<file path="src/rtl/obstacle_scheduler.sv">
// Obstacle field sequencer: scrolls NUM_OBS obstacles left per frame, respawns them with LFSR heights, runs game FSM and score.
// Optional build macro OBSTACLE_SPEEDUP_EN raises the scroll speed every 8th respawn up to MAX_SPEED.
module obstacle_scheduler #(
  parameter int NUM_OBS   = 3,
  parameter int OBS_SIZE  = 40,
  parameter int SCREEN_W  = 640,
  parameter int SCREEN_H  = 480,
  parameter int SPEED     = 2,
  parameter logic [10*NUM_OBS-1:0] INIT_X = {10'd160, 10'd230, 10'd300},
  parameter logic [9*NUM_OBS-1:0]  INIT_Y = {9'd20, 9'd200, 9'd300},
  parameter int MAX_SPEED = 8
) (
  input  logic                   clk,
  input  logic                   rst_n,
  input  logic                   frame_tick,
  input  logic                   start,
  input  logic                   pause,
  input  logic                   collision,
  output logic [10*NUM_OBS-1:0]  obstacle_x,
  output logic [9*NUM_OBS-1:0]   obstacle_y,
  output logic [15:0]            score,
  output logic [1:0]             game_state
);

  typedef enum logic [1:0] {
    IDLE   = 2'd0,
    RUN    = 2'd1,
    PAUSED = 2'd2,
    OVER   = 2'd3
  } state_t;

  localparam int Y_LIM = SCREEN_H - OBS_SIZE;
  // Starting speed is clamped so it can never sit above the ceiling.
  localparam logic [3:0] BASE_SPEED = 4'((SPEED < MAX_SPEED) ? SPEED : MAX_SPEED);

  state_t              state;
  logic [15:0]         lfsr;
  logic [3:0]          speed;
  logic                restart;
  logic                move;
  logic [10*NUM_OBS-1:0] next_x;
  logic [9*NUM_OBS-1:0]  next_y;
  logic [3:0]          respawn_cnt;
  logic [8:0]          cand;
  logic [16:0]         score_sum;

  assign game_state = state;
  assign restart    = start && ((state == IDLE) || (state == OVER));
  assign move       = (state == RUN) && !collision && !pause && frame_tick;
  assign score_sum  = {1'b0, score} + 17'(respawn_cnt);

`ifdef OBSTACLE_SPEEDUP_EN
  localparam logic [3:0] SPEED_CAP = 4'(MAX_SPEED);

  logic [3:0] speed_q;
  logic [2:0] resp_mod;
  logic [3:0] mod_sum;

  assign speed   = speed_q;
  assign mod_sum = {1'b0, resp_mod} + respawn_cnt;

  // A carry out of the 3-bit respawn counter marks the 8th respawn.
  always_ff @(posedge clk or negedge rst_n) begin
    if (!rst_n) begin
      speed_q  <= BASE_SPEED;
      resp_mod <= 3'd0;
    end else if (restart) begin
      speed_q  <= BASE_SPEED;
      resp_mod <= 3'd0;
    end else if (move) begin
      resp_mod <= mod_sum[2:0];
      if (mod_sum[3] && (speed_q < SPEED_CAP))
        speed_q <= speed_q + 4'd1;
    end
  end
`else
  assign speed = BASE_SPEED;
`endif

  always_comb begin
    next_x      = obstacle_x;
    next_y      = obstacle_y;
    respawn_cnt = 4'd0;
    cand        = 9'd0;
    for (int k = 0; k < NUM_OBS; k++) begin
      cand = lfsr[k +: 9];
      if (obstacle_x[10*k +: 10] >= 10'(speed)) begin
        next_x[10*k +: 10] = obstacle_x[10*k +: 10] - 10'(speed);
      end else begin
        next_x[10*k +: 10] = 10'(SCREEN_W);
        next_y[9*k +: 9]   = (cand <= 9'(Y_LIM)) ? cand : (cand - 9'd256);
        respawn_cnt        = respawn_cnt + 4'd1;
      end
    end
  end

  always_ff @(posedge clk or negedge rst_n) begin
    if (!rst_n)
      lfsr <= 16'hACE1;
    else
      lfsr <= {lfsr[14:0], lfsr[15] ^ lfsr[13] ^ lfsr[12] ^ lfsr[10]};
  end

  always_ff @(posedge clk or negedge rst_n) begin
    if (!rst_n) begin
      state      <= IDLE;
      obstacle_x <= INIT_X;
      obstacle_y <= INIT_Y;
      score      <= 16'd0;
    end else begin
      case (state)
        IDLE: if (start) state <= RUN;
        RUN: begin
          if (collision)  state <= OVER;
          else if (pause) state <= PAUSED;
        end
        PAUSED: begin
          if (collision)   state <= OVER;
          else if (!pause) state <= RUN;
        end
        OVER: if (start) state <= RUN;
        default: state <= IDLE;
      endcase

      if (restart) begin
        obstacle_x <= INIT_X;
        obstacle_y <= INIT_Y;
        score      <= 16'd0;
      end else if (move) begin
        obstacle_x <= next_x;
        obstacle_y <= next_y;
        score      <= score_sum[16] ? 16'hFFFF : score_sum[15:0];
      end
    end
  end

endmodule

</file>
<file path="config.mk">
export PLATFORM = sky130hd
export DESIGN_NAME = obstacle_scheduler
export DESIGN_NICKNAME = d
export VERILOG_FILES = /design/src/rtl/obstacle_scheduler.sv
export SDC_FILE = /design/constraint.sdc
export NUM_CORES = 1
export LEC_CHECK = 0
export ABC_AREA = 1
export CAP_MARGIN = 10
export CORE_MARGIN = 2
export CORE_UTILIZATION = 50
export CTS_CLUSTER_SIZE = 20
export DETAILED_ROUTE_END_ITERATION = 8
export HOLD_SLACK_MARGIN = 0.1
export PLACE_DENSITY = 0.76
export SKIP_CTS_REPAIR_TIMING = 1
export SLEW_MARGIN = 5
export SYNTH_ARGS = -nofsm -noshare
export SYNTH_HDL_FRONTEND = slang
export SYNTH_SLANG_ARGS = --single-unit
</file>
<file path="constraint.sdc">
create_clock -name clk -period 6.19 [get_ports clk]
set_clock_uncertainty 0.05 [all_clocks]
set_input_delay 1.5475 -clock clk [delete_from_list [all_inputs] [get_ports clk]]
set_output_delay 1.5475 -clock clk [all_outputs]
set_load 0.02 [all_outputs]
</file>
==> After elaboration in Yosys (flattened, before gate mapping) <==
Index checks and enable logic that the tools add are counted.
{ "word_totals": {"wordCells": 73, "register_bits": 91, "in_bits": 6, "output_inout_bits": 75} }
{ "classes": {"muxes": 25, "reduce_logical": 14, "magnitude_cmp": 6, "add_sub_neg": 9, "bitwise_logic": 3, "n_eq_ne": 9} }
{ "op_table": {"columns": ["op", "count"], "rows": [
  ["$mux W30", 2],
  ["$mux W27", 2],
  ["$mux W9", 6],
  ["$mux W16", 3],
  ["$ge A10 B2 Y1 const B", 3],
  ["$mux W10", 3],
  ["$sub A10 B2 Y10 const B", 3],
  ["$le A9 B9 Y1 const B", 3],
  ["$sub A9 B9 Y9 const B", 3],
  ["$add A16 B4 Y17", 1],
  ["$mux W2", 5],
  ["$add A4 B1 Y4 const B", 2],
  ["$mux W4", 2],
  ["$ne A2 B2 Y1 const B", 3],
  ["$ne A3 B3 Y1 const B", 2],
  ["$pmux W2 S3", 1],
  ["$reduce_and A2 Y1", 3],
  ["$eq A2 B2 Y1 const B", 2],
  ["$logic_and A1 B1 Y1", 4],
  ["$reduce_and A3 Y1", 1],
  ["$xor A1 B1 Y1", 3],
  ["$eq A2 B1 Y1 const B", 1],
  ["$logic_not A1 Y1", 2],
  ["$logic_not A2 Y1", 1],
  ["5 further kinds", 5]
]} }

==> Longest topological paths before layout <==
Gate-level depths: netlist (run 1).
{ "logic_depth": {"word_depth": 10, "ltp_mapped": 18, "ltp_nobuf": 18} }

==> Worst setup path after synthesis (run 1) <==
OpenSTA, ideal clock, no wires.
{ "synth_timing": {"kind": "register -> register", "start": "register obstacle_x[7]", "end": "register score[3]", "setup_slack_ns": 3.210, "path_buffers": 1, "setup_time_ns": 0.121, "arrival_time_ns": 2.809, "path_stages_with_launch": 18, "t_required_ns": 6.019, "synth_period_minus_slack_ns": 2.980, "path_cell_list": "dfrtp_1 -> nor2_1 -> nand2_1 -> nor3_4 -> inv_2 -> ha_1 -> xor2_1 -> ha_1 -> fa_1 -> nand2_1 -> nand2_1 -> nand2_1 -> nor2_2 -> nand3_2 -> buf_6 -> o21ai_0 -> nand2_1 -> nand2_1"} }
{ "synth_via": {"elab_chain_cells": 10} }
{ "synth_lines": {"columns": ["element", "line_no", "text"], "rows": [
  ["start, declared", "19", "output logic [10*NUM_OBS-1:0] obstacle_x,"],
  ["start signal, assigned", "130", "obstacle_x <= next_x;"],
  ["$ge A10 B2 Y1 (*)", "87", "if (obstacle_x[10*k +: 10] >= 10'(speed)) begin"],
  ["$mux W1 (*)", "87", null],
  ["$add A4 B1 Y4", "92", "respawn_cnt = respawn_cnt + 4'd1;"],
  ["$mux W4 (*)", "87", null],
  ["$add A4 B1 Y4", "92", null],
  ["$mux W4 (*)", "87", null],
  ["$add A16 B4 Y17 (*)", "50", "assign score_sum = {1'b0, score} + 17'(respawn_cnt);"],
  ["$mux W16 (*)", "132", "score <= score_sum[16] ? 16'hFFFF : score_sum[15:0];"],
  ["$mux W16 (*)", "129", "end else if (move) begin"],
  ["$mux W16 (*)", "125", "if (restart) begin"],
  ["end signal, assigned", "132", null],
  ["end, declared", "21", "output logic [15:0] score,"]
]} }
Every way passes the cells marked *; elsewhere a longest branch is shown, timed or not. The select of a mux whose other input is x is not followed.
A chain may end at the register's enable or synchronous reset.

==> Worst setup path in the final report (run 1) <==
{ "layout_timing": {"start": "input port start", "end": "register obstacle_y[24]"} }
{ "layout_via": {"elab_chain_cells": 3, "elab_cells_between_ends": 5, "cone_classes": "eq/ne: 1; mux: 1; reduce/logical: 3"} }
{ "layout_lines": {"columns": ["element", "line_no", "text"], "rows": [
  ["start, declared", "16", "input logic start,"],
  ["$logic_and A1 B1 Y1 (*)", "48", "assign restart = start && ((state == IDLE) || (state == OVER));"],
  ["$ne A2 B2 Y1 (no source line) / $reduce_bool A2 Y1 (equally long branches)", null, null],
  ["$reduce_and A2 Y1 (no source line)", null, null],
  ["end signal, assigned", "131", "obstacle_y <= next_y;"],
  ["end, declared", "20", "output logic [9*NUM_OBS-1:0] obstacle_y,"]
]} }
Every way passes the cells marked *; elsewhere a longest branch is shown, timed or not.

==> reports/metrics.csv, run 1 <==
stage,metric,value,unit
clock_network,clk buf depth,2,
route,WL per Instance,14.6,um
clock_network,root buffer cell,clkbuf_8,
floorplanning,core area,0.00876,mm2
synthesis,number of synthesis warnings,0,
timing,Post-Route Setup TNS,0,ps
synthesis,ys flop type,dfrtp_1,
layout,share of cells above drive strength 1,12.1,%
placed_design,GPL Wtd Cong,0.895,
clock_network,Worst-Skew Late Latency,350,ps
floorplanning,die area,0.00986,mm2
floorplanning,Die H,99.3,um
timing,max-slew violations,0,
timing,crit path time final,3490,ps
timing,"Hold Vio Cnt, Final",0,
timing,RSZ-0062 raised after global routing,false,
floorplanning,initial cell density of the core,51.8,%
route,via count,3928,
route,Routed Antenna Nets,0,
floorplanning,Row Count,34,
synthesis,register area share after synthesis,49.3,%
clock_network,CTS sink count,88,
synthesis,ys async rst share,100,%
power,PD cells,337,mW/mm2
setup_path,crit start category,input pin,
global_routing,GRT Total Usage,23.2,%
setup_path,Setup crit start,start,
timing,Tcrit/Tclk final,56.3,%
route,Routed WL,10.9,mm
power,Peak supply drop,0.159,mV
synthesis,"Avg Cell Area, Syn",8.15,um2
floorplanning,Ports,81,
layout,"most common cell after layout, fill and taps aside",nand2_1,
route,Detailed Route Iter0 Violations,276,
layout,# diodes,0,
route,DR DRC count,0,
timing,FMAX,0.287,GHz
clock_network,"Clk pin slew, worst setup/hold paths",90,ps
synthesis,"Cell Area, Synth",0.00454,mm2
outcome,status,"complete, no violations",
setup_path,Crit. End Element,flip-flop,
layout,most frequent cells in the layout,"nand2_1 (164), clkdlybuf4s50_1 (76), dfrtp_1 (60)",
hold_path,Hold Path Class,flip-flop to flip-flop,
global_routing,first-pass GRT wire length,18.5,mm
timing,Rel. slew slack,28.1,%
setup_path,CP arrival,3700,ps
clock_network,CTS tree,yes,
flow_run,Max Cap Viol,0,
timing,# setup viols final,0,
floorplanning,Die X,99.3,um
setup_path,crit path max fanout,23,
timing,Worst Tran Pin Value,1080,ps
setup_path,"Data required, critical path",6410,ps
synthesis,Post-synth EDFFs,0,
synthesis,Syn Inst Count,557,
clock_network,htree depth,3,
layout,Area Overhead vs Synth,23.1,%
synthesis,library cells used by synthesis,40,
global_routing,vias in the first global route,3901,
layout,FILL cells,766,
setup_path,Crit Path Class,input pin to flip-flop,
global_routing,initial antenna violation count,0,
global_routing,largest net degree at the start of global routing,89,
setup_path,RR Startpoint,obstacle_x[7],
route,Via density,5.27,
layout,# nets final,650,
power,static leakage,2.68,nW
global_routing,GRT overflow,0,
route,drt pass-1 iters,4,
placed_design,DP HPWL,7.77,mm
synthesis,number of synthesized register bits,88,
timing,WHS,324,ps
clock_network,Num CTS Buffers,9,
placed_design,Port Buffers,77,
hold_path,min-delay src,lfsr[14],
logic make-up (layout without fill, tap and decap cells):
kind of cell    after synthesis  in the layout  synth area share [%]
simple gates                312            312                  30.4
xor+xnor                     14             14                  2.70
flops                        88             88                  49.3
other cells                   1              3                0.0826
compound gates               59             59                  7.27
fa+ha+maj                    12             12                  3.47
buf+inv                      71            149                  6.81
per-stage QoR:
stage / area, um2 / util [%] / std cells / setup WS [ps] / power (W)
after floorplan: 4550 / - / 559 / 3210 / 0.00120
after global placement: 5350 / 61.1 / 729 / 2450 / 0.00141
after detailed placement: 5350 / 61.1 / 729 / 2380 / 0.00143
after CTS: 5590 / 63.8 / 745 / 2720 / 0.00189
after global routing: 5590 / 63.8 / 745 / 2430 / 0.00200
final: 5590 / 63.8 / 745 / 2700 / 0.00188
synth_stat cells (2+ instances only):
| library cell | number | area (um2) |
|---|---|---|
| o21ai_0 | 30 | 150 |
| nand2_1 | 164 | 616 |
| inv_1 | 52 | 195 |
| xnor2_1 | 3 | 26.3 |
| a21oi_1 | 15 | 75.1 |
| ha_1 | 11 | 138 |
| nand3_2 | 2 | 20.0 |
| buf_4 | 4 | 30.0 |
| buf_6 | 3 | 33.8 |
| nor2_2 | 8 | 50.1 |
| nand2_4 | 2 | 22.5 |
| o21ai_1 | 3 | 15.0 |
| o211ai_1 | 6 | 45.0 |
| inv_2 | 4 | 15.0 |
| dfstp_2 | 28 | 736 |
| nand3_1 | 49 | 245 |
| nand2_2 | 7 | 43.8 |
| clkbuf_1 | 3 | 11.3 |
| nor2_1 | 59 | 221 |
| nor3_1 | 9 | 45.0 |
| xor2_1 | 11 | 96.3 |
| nor2_4 | 3 | 33.8 |
| nand4_1 | 2 | 12.5 |
| buf_2 | 4 | 20.0 |
| dfrtp_1 | 60 | 1500 |
state kept, by name, summed over array words and instances, names as in the netlist:
register	cells
game_state	2
obstacle_y	27
score	16
obstacle_x	27
lfsr	16
path summary, 6_finish.rpt:
check / to / slack, ps / cells after the start
worst max-delay path: obstacle_y[24] / 2700 / 6
max in group asynchronous: score[2] / 4060 / 1
worst min-delay path: lfsr[15] / 320 / 0
worst max register to register: score[2] / 2770 / 16
worst min register to register: lfsr[15] / 320 / 0
min in group asynchronous: score[13] / 1320 / 1
per-layer routing:
layer,GRT usage (%),wire (um),up-vias
li1,-,-,1910
met1,31.4,4810,1887
met2,38.0,5260,108
met3,3.51,513,23
met4,8.64,282,0
met5,0,0,-
report_power, final:
group	switching [W]	internal [W]
sequential	0.0000781	0.000677
combinational	0.000424	0.000238
clock	0.000211	0.000253
total	0.000714	0.00117
worst max-delay path, cell delays in order:
cell	delay, ps
clkdlybuf4s50_1	440
nand2_2	430
inv_2	280
o21ai_1	770
nand2_1	100
o21ai_0	130
area by class of cell:
| type | instances | area, um2 | share of cell area, % |
|---|---|---|---|
| Clock buffer | 11 | 151 | 2.71 |
| Clock inverter | 5 | 86.3 | 1.54 |
| Inverter | 56 | 210 | 3.76 |
| Multi-Input combinational cell | 400 | 2000 | 35.8 |
| Sequential cell | 88 | 2240 | 40.0 |
| Tap cell | 108 | 135 | 2.42 |
| Timing Repair Buffer | 77 | 768 | 13.7 |
Power figures use the tool's default switching activity.
==> run 2: changes to the inputs <==
clock period = 3.3 ns   (was 6.19 ns; I/O delays follow)
==> run 2 against run 1 <==
Compared with the run above:
- core utilization grew 0.51 points
- clock power grew 67%
- worst hold slack lost 9.1 ps
- power grew 86%
- count of clock-buffer cells in the layout shrank 1
- worst setup slack lost 2500 ps
- sequential share of layout area shrank 0.32 points
- global-route usage grew 0.15 points
- cell count grew 1.1%
- critical path depth grew 10
- die area is the same
- cell area grew 0.81%
- highest routed layer unchanged
==> reports/metrics.csv, run 2 (synthesized netlist as in run 1, its figures left out) <==
stage,metric,value,unit,change
setup_path,crit path cell chain,nor2_1 > nand2_1 > nor3_4 > inv_2 > ha_1 > xor2_1 > ha_1 > fa_1 > nand2_1 > nand2_1 > nand2_1 > nor2_2 > nand3_4 > inv_1 > o21ai_0 > nand2_1,,
route,WL per Instance,14.4,um,-1.0%
clock_network,Worst-Skew Late Latency,370,ps,+20 ps
clock_network,CTS sink count,88,,unchanged
placed_design,Post-Place Setup Slack,201,ps,-2180 ps
clock_network,"Clk pin slew, worst setup/hold paths",100,ps,about the same
setup_path,CP max stage cell,dfrtp_1,,
hold_path,Hold Path Class,flip-flop to flip-flop,,
route,DR DRC count,0,,unchanged
floorplanning,Die X,99.3,um,unchanged
setup_path,"CP delay by family, top",simple AND/OR/NAND/NOR gates,,
layout,final instance area,0.00564,mm2,+0.81%
power,Peak supply drop,0.324,mV,+100%
layout,share of cells above drive strength 1,13.2,%,+1.1 points
global_routing,initial antenna violation count,0,,unchanged
layout,Storage cell area,0.00224,mm2,unchanged
timing,FMAX,0.327,GHz,
timing,Worst Tran Pin Value,508,ps,-570 ps
route,Detailed Route Iter0 Violations,281,,+1.8%
global_routing,GRT Total Usage,23.3,%,+0.15 points
timing,# setup viols final,0,,unchanged
layout,"most common cell after layout, fill and taps aside",nand2_1,,
setup_path,"Data required, critical path",3500,ps,-2910 ps
route,Routed WL,10.9,mm,about the same
clock_network,CTS tree,yes,,
setup_path,Crit. End Element,flip-flop,,
layout,Area Overhead vs Synth,24.1,%,
power,Final Power,0.00349,W,+86%
setup_path,crit path max fanout,13,,-43%
setup_path,crit start category,flip-flop,,
route,Routed Antenna Nets,0,,unchanged
clock_network,root buffer cell,clkbuf_8,,
timing,Final WS setup,246,ps,-2460 ps
floorplanning,initial cell density of the core,51.8,%,unchanged
power,PD cells,620,mW/mm2,+84%
placed_design,dpl cells,737,,+1.1%
timing,WHS,315,ps,-9.11 ps
setup_path,most frequent CP cell,nand2_1,,
placed_design,GPL Wtd Cong,0.903,,+0.88%
flow_run,Max Cap Viol,0,,unchanged
timing,max-slew violations,0,,unchanged
power,static leakage,2.71,nW,+0.94%
placed_design,placed inst area,0.00543,mm2,+1.4%
setup_path,Crit Path Class,flip-flop to flip-flop,,
outcome,status,"complete, no violations",,
setup_path,CP arrival,3260,ps,-440 ps
layout,FILL cells,762,,-0.52%
clock_network,htree depth,3,,unchanged
layout,fin cells,753,,+1.1%
floorplanning,Ports,81,,unchanged
layout,# nets final,658,,+1.2%
route,via count,3952,,+0.61%
floorplanning,Die H,99.3,um,unchanged
global_routing,largest net degree at the start of global routing,54,,-39%
layout,# diodes,0,,unchanged
clock_network,clk buf depth,2,,unchanged
timing,Rel. slew slack,66.1,%,+38 points
layout,most frequent cells in the layout,"nand2_1 (164), clkdlybuf4s50_1 (76), dfrtp_1 (60)",,
route,Via density,5.25,,-0.46%
placed_design,Port Buffers,77,,unchanged
timing,"Hold Vio Cnt, Final",0,,unchanged
placed_design,DP HPWL,7.76,mm,-0.10%
floorplanning,die area,0.00986,mm2,unchanged
route,drt pass-1 iters,4,,unchanged
floorplanning,core area,0.00876,mm2,unchanged
setup_path,"Buf+Inv Stages, Crit Path",2,,unchanged
global_routing,first-pass GRT wire length,18.4,mm,-0.56%
timing,crit path time final,3050,ps,
floorplanning,Row Count,34,,unchanged
global_routing,vias in the first global route,3923,,+0.56%
layout,Top Registers,"obstacle_x x27, obstacle_y x27",,
clock_network,Num CTS Buffers,9,,unchanged
setup_path,Max stage delay on crit path,430,ps,-340 ps
global_routing,GRT overflow,0,,unchanged
layout,Multi-input gate area,0.00201,mm2,+0.38%
timing,Tcrit/Tclk final,92.5,%,
[run 2: cell types whose count changed in the layout (fill, tap and decap cells not counted), sizes merged]
cell	delta
clkinvlp	+1
clkinv	+1
bufinv	-1
buf	+8
clkbuf	-1
[run 2: metrics by stage]
stage               util (%)  setup TNS (ps)
floorplan                  -               0
global placement        61.9               0
detailed placement      61.9               0
CTS                     64.2               0
global route            64.3           -1.93
finish                  64.3               0
[run 2: path summary, 6_finish.rpt]
check,slack [ps],startpoint,depth (start not counted),to
setup reg to reg,250,obstacle_x[7],16,score[1]
setup / recovery,250,obstacle_x[7],16,score[1]
max in group asynchronous,2120,rst_n,2,lfsr[15]
min in group asynchronous,360,rst_n,1,score[15]
hold reg to reg,320,lfsr[14],0,lfsr[15]
hold / removal,320,lfsr[14],0,lfsr[15]
[run 2: final cells by class]
class / count / area share, %
Sequential cell: 88 / 39.7
Multi-Input combinational cell: 400 / 35.7
Timing Repair Buffer: 85 / 14.9
Inverter: 56 / 3.73
Clock buffer: 10 / 2.44
Tap cell: 108 / 2.40
Clock inverter: 6 / 1.15
[run 2: power by group]
| part | internal [W] | switching (W) | total, W |
|---|---|---|---|
| Clock | 0.000374 | 0.000402 | 0.000776 |
| Sequential | 0.00127 | 0.000144 | 0.00141 |
| Combinational | 0.000482 | 0.000823 | 0.00130 |
[run 2: layer usage]
metal | routed length, um | share of wire (%) | global-route usage (%) | vias to the layer above
met3 | 572 | 5.3 | 5.27 | 16
li1 | - | - | - | 1935
met1 | 4720 | 43 | 30.4 | 1888
met5 | 0 | 0 | 0 | -
met4 | 165 | 1.5 | 7.38 | 0
met2 | 5420 | 50 | 39.0 | 113
==> run 3: changes to the inputs <==
GPL_ROUTABILITY_DRIVEN = 1   (was default)
GPL_TIMING_DRIVEN = 0   (was default)
clock period = 3.48 ns   (was 3.3 ns; I/O delays follow)
==> run 3 against run 2 <==
Compared with the run above:
- register-to-register slack got worse by 70 ps
- die area unchanged
- cell area increased by 1.5%
- maximum frequency decreased by 7.7%
- worst hold slack worse by 3.0 ps
- via count rose by 1.7%
- largest cell class unchanged
- cell count grew 1.5%
- sequential share of layout area decreased by 0.58 points
- non-clock buffer count increased by 11
- critical endpoint is now score[3]
- sequential power is 5% lower
==> reports/metrics.csv, run 3 (synthesized netlist as in run 1, its figures left out) <==
stage,metric,value,unit,change
placed_design,Port Buffers,77,,unchanged
clock_network,Worst-Skew Late Latency,370,ps,about the same
clock_network,Num CTS Buffers,9,,unchanged
route,drt pass-1 iters,5,,+1
timing,# setup viols final,0,,unchanged
timing,Final WS setup,173,ps,-73.5 ps
route,Detailed Route Iter0 Violations,240,,-15%
layout,"most common cell after layout, fill and taps aside",nand2_1,,
layout,FILL cells,726,,-4.7%
setup_path,"Data required, critical path",3680,ps,+180 ps
floorplanning,Row Count,34,,unchanged
layout,# nets final,669,,+1.7%
global_routing,initial antenna violation count,0,,unchanged
route,Via density,5.26,,+0.23%
timing,Worst Tran Pin Value,597,ps,+88.9 ps
layout,# diodes,0,,unchanged
floorplanning,Die X,99.3,um,unchanged
route,Routed Antenna Nets,0,,unchanged
timing,crit path time final,3310,ps,+253 ps
placed_design,DP HPWL,7.83,mm,+0.87%
route,DR DRC count,0,,unchanged
hold_path,Hold Path Class,flip-flop to flip-flop,,
flow_run,Max Cap Viol,0,,unchanged
power,PD cells,590,mW/mm2,-4.8%
layout,share of cells above drive strength 1,14.2,%,+1.0 points
layout,most frequent cells in the layout,"nand2_1 (164), clkdlybuf4s50_1 (76), dfrtp_1 (60)",,
power,P_sw,0.00134,W,-1.7%
floorplanning,die area,0.00986,mm2,unchanged
timing,FMAX,0.302,GHz,-7.7%
power,Net Sw Frac,39.8,%,+0.66 points
route,Routed WL,10.9,mm,+0.42%
setup_path,crit path max fanout,10,,-3
power,static leakage,2.76,nW,+1.8%
timing,"Hold Vio Cnt, Final",0,,unchanged
global_routing,GRT Total Usage,23.3,%,about the same
layout,Multi-input gate area,0.00201,mm2,unchanged
layout,Top Registers,"obstacle_x x27, obstacle_y x27",,
global_routing,largest net degree at the start of global routing,58,,+7.4%
layout,Area Overhead vs Synth,26.0,%,
setup_path,Crit Path Class,flip-flop to flip-flop,,
global_routing,first-pass GRT wire length,18.5,mm,+0.37%
timing,Rel. slew slack,60.2,%,-5.9 points
clock_network,clk buf depth,2,,unchanged
setup_path,Crit. End Element,flip-flop,,
setup_path,crit start category,flip-flop,,
timing,max-slew violations,0,,unchanged
floorplanning,Ports,81,,unchanged
power,register share of total power,39.7,%,-0.8 points
clock_network,CTS tree,yes,,
clock_network,"Clk pin slew, worst setup/hold paths",90,ps,about the same
clock_network,CTS sink count,88,,unchanged
timing,WHS,312,ps,-3.00 ps
global_routing,GRT overflow,0,,unchanged
floorplanning,Die H,99.3,um,unchanged
layout,Storage cell area,0.00224,mm2,unchanged
power,Comb power frac,38.0,%,+0.7 points
floorplanning,initial cell density of the core,51.8,%,unchanged
outcome,status,"complete, no violations",,
route,via count,4019,,+1.7%
placed_design,Post-Place Setup Slack,228,ps,+26.6 ps
timing,Tcrit/Tclk final,95.0,%,+2.5 points
floorplanning,core area,0.00876,mm2,unchanged
power,Internal,0.00203,W,-4.4%
placed_design,GPL Wtd Cong,0.869,,-3.8%
power,Peak supply drop,0.308,mV,-4.9%
clock_network,root buffer cell,clkbuf_8,,
clock_network,htree depth,3,,unchanged
setup_path,CP arrival,3510,ps,+250 ps
global_routing,vias in the first global route,3930,,+0.18%
power,Clock power frac,22.3,%,about the same
route,WL per Instance,14.3,um,-1.0%
run 3: area by class of cell:
class,count,share of cell area [%]
well taps,108,2.36
clock buffers,9,2.17
plain buffers,15,1.73
repair buffers,81,14.3
inverters,56,3.68
clock inverters,7,1.51
flip-flops and latches,88,39.1
multi-input cells,400,35.1
run 3: per-layer routing:
layer  vias to the layer above  GRT usage, %  routed length, um
li1                       1958             -                  -
met5                         -             0                  0
met1                      1905          30.5               4810
met4                         0          8.01                252
met3                        25          4.71                578
met2                       131          38.9               5270
run 3: path summary, 6_finish.rpt:
check,cells past startpoint,slack (ps),to,from
worst max-delay path,17,170,score[3],obstacle_x[7]
max in group asynchronous,2,2320,obstacle_x[16],rst_n
worst min-delay path,0,310,lfsr[15],lfsr[14]
worst max register to register,17,170,score[3],obstacle_x[7]
min in group asynchronous,1,380,score[15],rst_n
worst min register to register,0,310,lfsr[15],lfsr[14]
run 3: worst max-delay path, stage by stage (launching register included):
cell	delay [ps]
dfrtp_1	460
nor2_2	200
nand2_1	110
nor3_4	310
inv_2	120
ha_1	320
xor2_1	180
ha_1	220
fa_1	410
nand2_1	70
nand2_1	80
nand2_1	140
nor2_4	80
nand3_2	90
buf_6	150
o21ai_0	90
nand2_1	70
nand2_1	50
run 3: through the flow:
stage	setup TNS [ps]	cells	total power (W)	utilization (%)	area (um2)
6_report	0	764	0.00338	65.3	5720
5_1_grt	-79.1	764	0.00358	65.3	5720
4_1_cts	0	761	0.00339	64.9	5690
3_5_place_dp	0	745	0.00263	62.5	5480
3_3_place_gp	-112700	744	0.00260	62.2	5450
2_1_floorplan	0	559	0.00213	-	4550
run 3: power groups by stage:
stage               Clock, W  Sequential (W)  Combinational (W)
detailed placement         0         0.00136            0.00127
CTS                 0.000771         0.00134            0.00128
global placement           0         0.00135            0.00124
floorplan                  0         0.00149           0.000640
finish              0.000753         0.00134            0.00128
global route        0.000814         0.00136            0.00140
==> RTL edit 1, RTL diff (config.mk and constraints of run 3) <==
The parameter `NUM_OBS` goes from 3 to 5.
--- a/src/rtl/obstacle_scheduler.sv
+++ b/src/rtl/obstacle_scheduler.sv
@@ -1,7 +1,7 @@
 // Obstacle field sequencer: scrolls NUM_OBS obstacles left per frame, respawns them with LFSR heights, runs game FSM and score.
 // Optional build macro OBSTACLE_SPEEDUP_EN raises the scroll speed every 8th respawn up to MAX_SPEED.
 module obstacle_scheduler #(
-  parameter int NUM_OBS   = 3,
+  parameter int NUM_OBS   = 5,
   parameter int OBS_SIZE  = 40,
   parameter int SCREEN_W  = 640,
   parameter int SCREEN_H  = 480,
Interface: changed (resized obstacle_x and obstacle_y); port bits go from 81 to 119. The function was not compared with the original's and may differ.
==> RTL edit 1 against run 3 <==
- sequential cell count rose by 36
- the flow now finishes with violations (setup timing)
- cell area rose by 55%
- power rose by 97%
- worst setup slack got worse by 310 ps
- synthesized area rose by 43%
- highest routed layer unchanged
- routed wire length rose by 61%
- maximum frequency fell by 8.7%
==> RTL edit 1: results (changes against run 3) <==
• finished with violations — run status, was finished clean
• setup timing — failing checks
• sky130_fd_sc_hd__dfrtp_1 (37%), sky130_fd_sc_hd__dfstp_2 (11%), sky130_fd_sc_hd__nand2_1 (10%) — most area-consuming cells after synthesis, was sky130_fd_sc_hd__dfrtp_1 (33%), sky130_fd_sc_hd__dfstp_2 (16%), sky130_fd_sc_hd__nand2_1 (14%)
• 8.677 mm — met2 layer wire length in the routed design, was 5.273 mm
• 27.74 mm — wire length of the first global-routing pass, was 18.47 mm
• 113 — number of buffer cells added on primary ports, was 77
• 30.0% — power share of the sequential group, was 39.7%
• sky130_fd_sc_hd__dfstp_2 — cell with the biggest individual delay on the critical path, was sky130_fd_sc_hd__dfrtp_1
• 400 ps — Largest stage delay, worst path, was 460 ps
• 0.003924 W — internal power of the cells, was 0.002032 W
• 48.45% — part of the Yosys area used for sequential elements, was 49.27%
• -311.6 ps — post-place setup slack, was 227.7 ps
• 11.81 mm — DPL Wire Length, was 7.827 mm
• obstacle_x[3]$_DFFE_PN1P_ — CP startpoint, was obstacle_x[7]$_DFFE_PN0P_
• obstacle_x x45, obstacle_y x45 — Regs by FF count, was obstacle_x x27, obstacle_y x27
• 577.7 ps — transition at the pin with the smallest max-transition slack, was 597.3 ps
• 0.00177 W — clock-net power, was 0.000753 W
• 21.15% — fraction of layout cells with a size suffix above 1, was 14.18%
• 48 — number of distinct library cell variants in the gate-level netlist after synthesis, was 40
• 5.378% — met3 usage, was 4.708%
• 0.8822 — routability congestion estimate, was 0.8688
• 1.065 mm — detailed-routed wire length on met3, was 578 um
• 947 — fin nets, was 669
• 981 — fill cell instance count of the final layout, was 726
• 16 — Final setup violation count, was 0
• 7 — peak fanout along the critical path, was 10
• 4.018 nW — P_leak, was 2.757 nW
• 303.5 ps — minimum hold slack, was 312.2 ps
• -141.7 ps — final worst setup slack, was 172.9 ps
• score[14]$_DFFE_PN0P_ — worst r2r dst, was score[3]$_DFFE_PN0P_
• 5494 — vias in the first global route, was 3930
[RTL edit 1: changes by cell type after synthesis, sizes merged, moves of 4 or more]
| cell | run 3 | this run |
|---|---|---|
| xor2 | 11 | 22 |
| a21oi | 15 | 32 |
| nor3 | 11 | 25 |
| nor2 | 70 | 76 |
| nand2 | 173 | 183 |
| buf | 12 | 21 |
| nand4 | 2 | 11 |
| inv | 56 | 97 |
| dfrtp | 60 | 96 |
| ha | 11 | 17 |
| o21ai | 35 | 67 |
| a31oi | 1 | 5 |
[RTL edit 1: per-stage QoR]
| stage | cells | utilization, % | TNS [ps] | instance area (um2) |
|---|---|---|---|---|
| 3_5_place_dp | 1055 | 62.72 | -3907 | 7915 |
| 5_1_grt | 1108 | 70.03 | -4149 | 8837 |
| 3_3_place_gp | 1054 | 62.49 | -372050 | 7886 |
| 6_report | 1108 | 70.03 | -1177 | 8837 |
| 2_1_floorplan | 769 | - | -0.7803 | 6540 |
| 4_1_cts | 1087 | 67.43 | -4675 | 8509 |
[RTL edit 1: kinds of logic (layout without fill, tap and decap cells)]
kind of cell	after synthesis	count (layout)	share of synthesized area [%]
other cells	1	5	0.05790
compound gates	118	118	10.72
fa+ha+maj	18	18	3.593
flops	124	124	48.45
simple gates	356	357	25.54
buf+inv	120	286	7.844
xor+xnor	28	28	3.787
[RTL edit 1: final cells by class]
class | instances | area share [%]
Buffer | 22 | 1.543
Clock buffer | 19 | 5.125
Clock inverter | 13 | 1.600
Inverter | 98 | 4.262
Multi-Input combinational cell | 526 | 34.48
Sequential cell | 124 | 35.55
Tap cell | 172 | 2.435
Timing Repair Buffer | 134 | 15.01
==> RTL edit 2, RTL diff (settings of run 3) <==
Made on the original files. Register the inputs `frame_tick`, `start`, `pause` and `collision` before use, without a reset. The logic sees them one clock later.
--- a/src/rtl/obstacle_scheduler.sv
+++ b/src/rtl/obstacle_scheduler.sv
@@ -33,6 +33,18 @@
   // Starting speed is clamped so it can never sit above the ceiling.
   localparam logic [3:0] BASE_SPEED = 4'((SPEED < MAX_SPEED) ? SPEED : MAX_SPEED);
 
+  logic frame_tick_q;
+  logic start_q;
+  logic pause_q;
+  logic collision_q;
+
+  always_ff @(posedge clk) begin
+    frame_tick_q <= frame_tick;
+    start_q      <= start;
+    pause_q      <= pause;
+    collision_q  <= collision;
+  end
+
   state_t              state;
   logic [15:0]         lfsr;
   logic [3:0]          speed;
@@ -45,8 +57,8 @@
   logic [16:0]         score_sum;
 
   assign game_state = state;
-  assign restart    = start && ((state == IDLE) || (state == OVER));
-  assign move       = (state == RUN) && !collision && !pause && frame_tick;
+  assign restart    = start_q && ((state == IDLE) || (state == OVER));
+  assign move       = (state == RUN) && !collision_q && !pause_q && frame_tick_q;
   assign score_sum  = {1'b0, score} + 17'(respawn_cnt);
 
 `ifdef OBSTACLE_SPEEDUP_EN
@@ -109,16 +121,16 @@
       score      <= 16'd0;
     end else begin
       case (state)
-        IDLE: if (start) state <= RUN;
+        IDLE: if (start_q) state <= RUN;
         RUN: begin
-          if (collision)  state <= OVER;
-          else if (pause) state <= PAUSED;
+          if (collision_q)  state <= OVER;
+          else if (pause_q) state <= PAUSED;
         end
         PAUSED: begin
-          if (collision)   state <= OVER;
-          else if (!pause) state <= RUN;
+          if (collision_q)   state <= OVER;
+          else if (!pause_q) state <= RUN;
         end
-        OVER: if (start) state <= RUN;
+        OVER: if (start_q) state <= RUN;
         default: state <= IDLE;
       endcase
 
Function: changed (Yosys sat finds a counterexample within 4 cycles, from zero or initial values and one cycle with rst_n low).
==> RTL edit 2 against run 3 <==
- count of clock-buffer cells in the layout increased by 3
- sequential cell count rose by 4
- highest routed layer unchanged
- sequential power rose by 4%
- critical endpoint unchanged
- synthesized area rose by 1.8%
- cell area up 0.85%
- worst setup slack better by 160 ps
- power barely moved
- routed wire length is 1.9% higher
==> RTL edit 2: results (changes against run 3) <==
• sky130_fd_sc_hd__nand2_1 (164), sky130_fd_sc_hd__dfrtp_1 (60), sky130_fd_sc_hd__nor2_1 (59) — most instantiated cells after synthesis, unchanged
• 450 ps — Largest stage delay, worst path
• 561 — number of standard cells after synthesis, was 557
• sky130_fd_sc_hd__dfrtp_1 — cell with the biggest individual delay on the critical path, unchanged
• 13.53% — fraction of layout cells with a size suffix above 1, was 14.18%
• 0.3312 mV — maximum ir drop on the vdd rail, was 0.3084 mV
• 9 — clock buffer count from CTS, unchanged
• 90 ps — clock input transition at the sequential cells of the worst setup and hold paths, about the same
• 3 — maximum level of the CTS H-tree, unchanged
• 77 — number of buffer cells added on primary ports, unchanged
• simple AND/OR/NAND/NOR gates — top cell family by delay on the critical path, unchanged
• 5563 um2 — instance area at placement, was 5479 um2
• 23.54% — total routing usage reported by global routing, was 23.33%
• 360 ps — Worst-Skew Late Latency
• sky130_fd_sc_hd__clkbuf_8 — Root Driver, unchanged
• obstacle_x[7]$_DFFE_PN0P_ — r2r startpoint, unchanged
• sky130_fd_sc_hd__dfrtp_1 — Most used DFF post-synth, unchanged
• 17 — R2R depth, unchanged
• score[3]$_DFFE_PN0P_ — capture point of the worst path, unchanged
• 196 — initial detailed-routing violation count, was 240
• 752 — cell total after placement, was 745
• 606.3 ps — transition at the pin with the smallest max-transition slack, was 597.3 ps
• 14.47 um — average wire per cell in the routed design, was 14.29 um
• 0 — count of inserted antenna diode cells, unchanged
• register to register — kind of path behind the tightest hold check, unchanged
• 3340 ps — Crit path arrival time, was 3510 ps
• 240.3 ps — post-place setup slack, was 227.7 ps
• 41 — number of distinct library cell variants in the gate-level netlist after synthesis, was 40
• sky130_fd_sc_hd__dfrtp_1 (32%), sky130_fd_sc_hd__dfstp_2 (16%), sky130_fd_sc_hd__nand2_1 (13%) — most area-consuming cells after synthesis, was sky130_fd_sc_hd__dfrtp_1 (33%), sky130_fd_sc_hd__dfstp_2 (16%), sky130_fd_sc_hd__nand2_1 (14%)
• 0.8854 — routability congestion estimate, was 0.8688
• 3879 — vias in the first global route, was 3930
• 337.7 ps — final worst setup slack, was 172.9 ps
• 3963 — via count, was 4019
• 0 — Syn. warnings, unchanged
• 10 — peak fanout along the critical path, unchanged
• 2 — Longest Clk Path Bufs, unchanged
• 4 — number of detailed-routing iterations run before antenna repair, was 5
• 783 — fill cell instance count of the final layout, was 726
• 62 — pin count of the biggest net entering global routing, was 58
• register — kind of launch point of the worst setup path, unchanged
• 50.15% — part of the Yosys area used for sequential elements, was 49.27%
• 671 — fin nets, was 669
• 5.153 — DR vias/cell, was 5.260
• 8.062 mm — DPL Wire Length, was 7.827 mm
• 0 — number of antenna violations at the first check in global routing, unchanged
• 2.772 nW — P_leak, was 2.757 nW
• finished clean — run status, unchanged
• 18.73 mm — wire length of the first global-routing pass, was 18.47 mm
• 95.65% — share of async-settable or async-resettable flops after synthesis, was 100.0%
• obstacle_x x27, obstacle_y x27 — Regs by FF count, unchanged
==> RTL edit 2: changes by cell type after synthesis <==
cell / before / now
sky130_fd_sc_hd__dfxtp_1: 0 / 4
==> RTL edit 2: worst min path at each step <==
stage,end,cells after the start,slack [ps],startpoint
final,lfsr[15]$_DFF_PN1_,0,310,lfsr[14]$_DFF_PN0_
after detailed placement,lfsr[15]$_DFF_PN1_,0,310,lfsr[14]$_DFF_PN0_
after global routing,lfsr[15]$_DFF_PN1_,0,320,lfsr[14]$_DFF_PN0_
after CTS,lfsr[15]$_DFF_PN1_,0,310,lfsr[14]$_DFF_PN0_
after floorplan,lfsr[15]$_DFF_PN1_,0,280,lfsr[14]$_DFF_PN0_
after global placement,lfsr[15]$_DFF_PN1_,0,290,lfsr[14]$_DFF_PN0_
==> RTL edit 2: worst register-to-register path, delay by kind of cell, from the launching register on <==
family                   cells  cell delay [ps]
AND/OR/NAND/NOR             10             1120
AO/OA/AOI/OAI                1              100
adder cells (fa/ha/maj)      3              910
flip-flops                   1              450
buffers and inverters        2              240
XOR/XNOR                     1              170
==> RTL edit 2: logic make-up (layout without fill, tap and decap cells) <==
family | Yosys count | count (layout) | synth area share [%]
flops | 92 | 92 | 50.15
other cells | 1 | 3 | 0.08116
simple gates | 312 | 312 | 29.87
compound gates | 59 | 59 | 7.149
xor+xnor | 14 | 14 | 2.654
fa+ha+maj | 12 | 12 | 3.412
buf+inv | 71 | 166 | 6.688
==> RTL edit 2: cell type report <==
type,count,area (um2),share of cell area [%]
repair buffers,79,803.3,13.93
clock buffers,12,166.4,2.885
flip-flops and latches,92,2317,40.17
well taps,111,138.9,2.408
clock inverters,4,31.28,0.5423
inverters,56,210.2,3.644
plain buffers,15,98.84,1.714
multi-input cells,400,2002,34.71
==> RTL edit 2: metal layers <==
metal | global-route usage [%] | routed length [um] | up-vias
met5 | 0 | 0 | -
li1 | - | - | 1952
met1 | 31.98 | 5148 | 1899
met2 | 38.56 | 5339 | 97
met4 | 7.271 | 171 | 0
met3 | 4.318 | 467 | 15
==> RTL edit 2: through the flow <==
stage	total power, W	util [%]
floorplan	0.002182	-
global placement	0.002647	60.80
detailed placement	0.002694	61.07
CTS	0.003403	63.24
global route	0.003587	63.32
finish	0.003379	63.32
==> RTL edit 2: power breakdown <==
part / switching [W] / internal (W) / total, W
combinational: 0.000802 / 0.000478 / 0.00128
clock: 0.000382 / 0.000326 / 0.000708
sequential: 0.000138 / 0.00125 / 0.00139
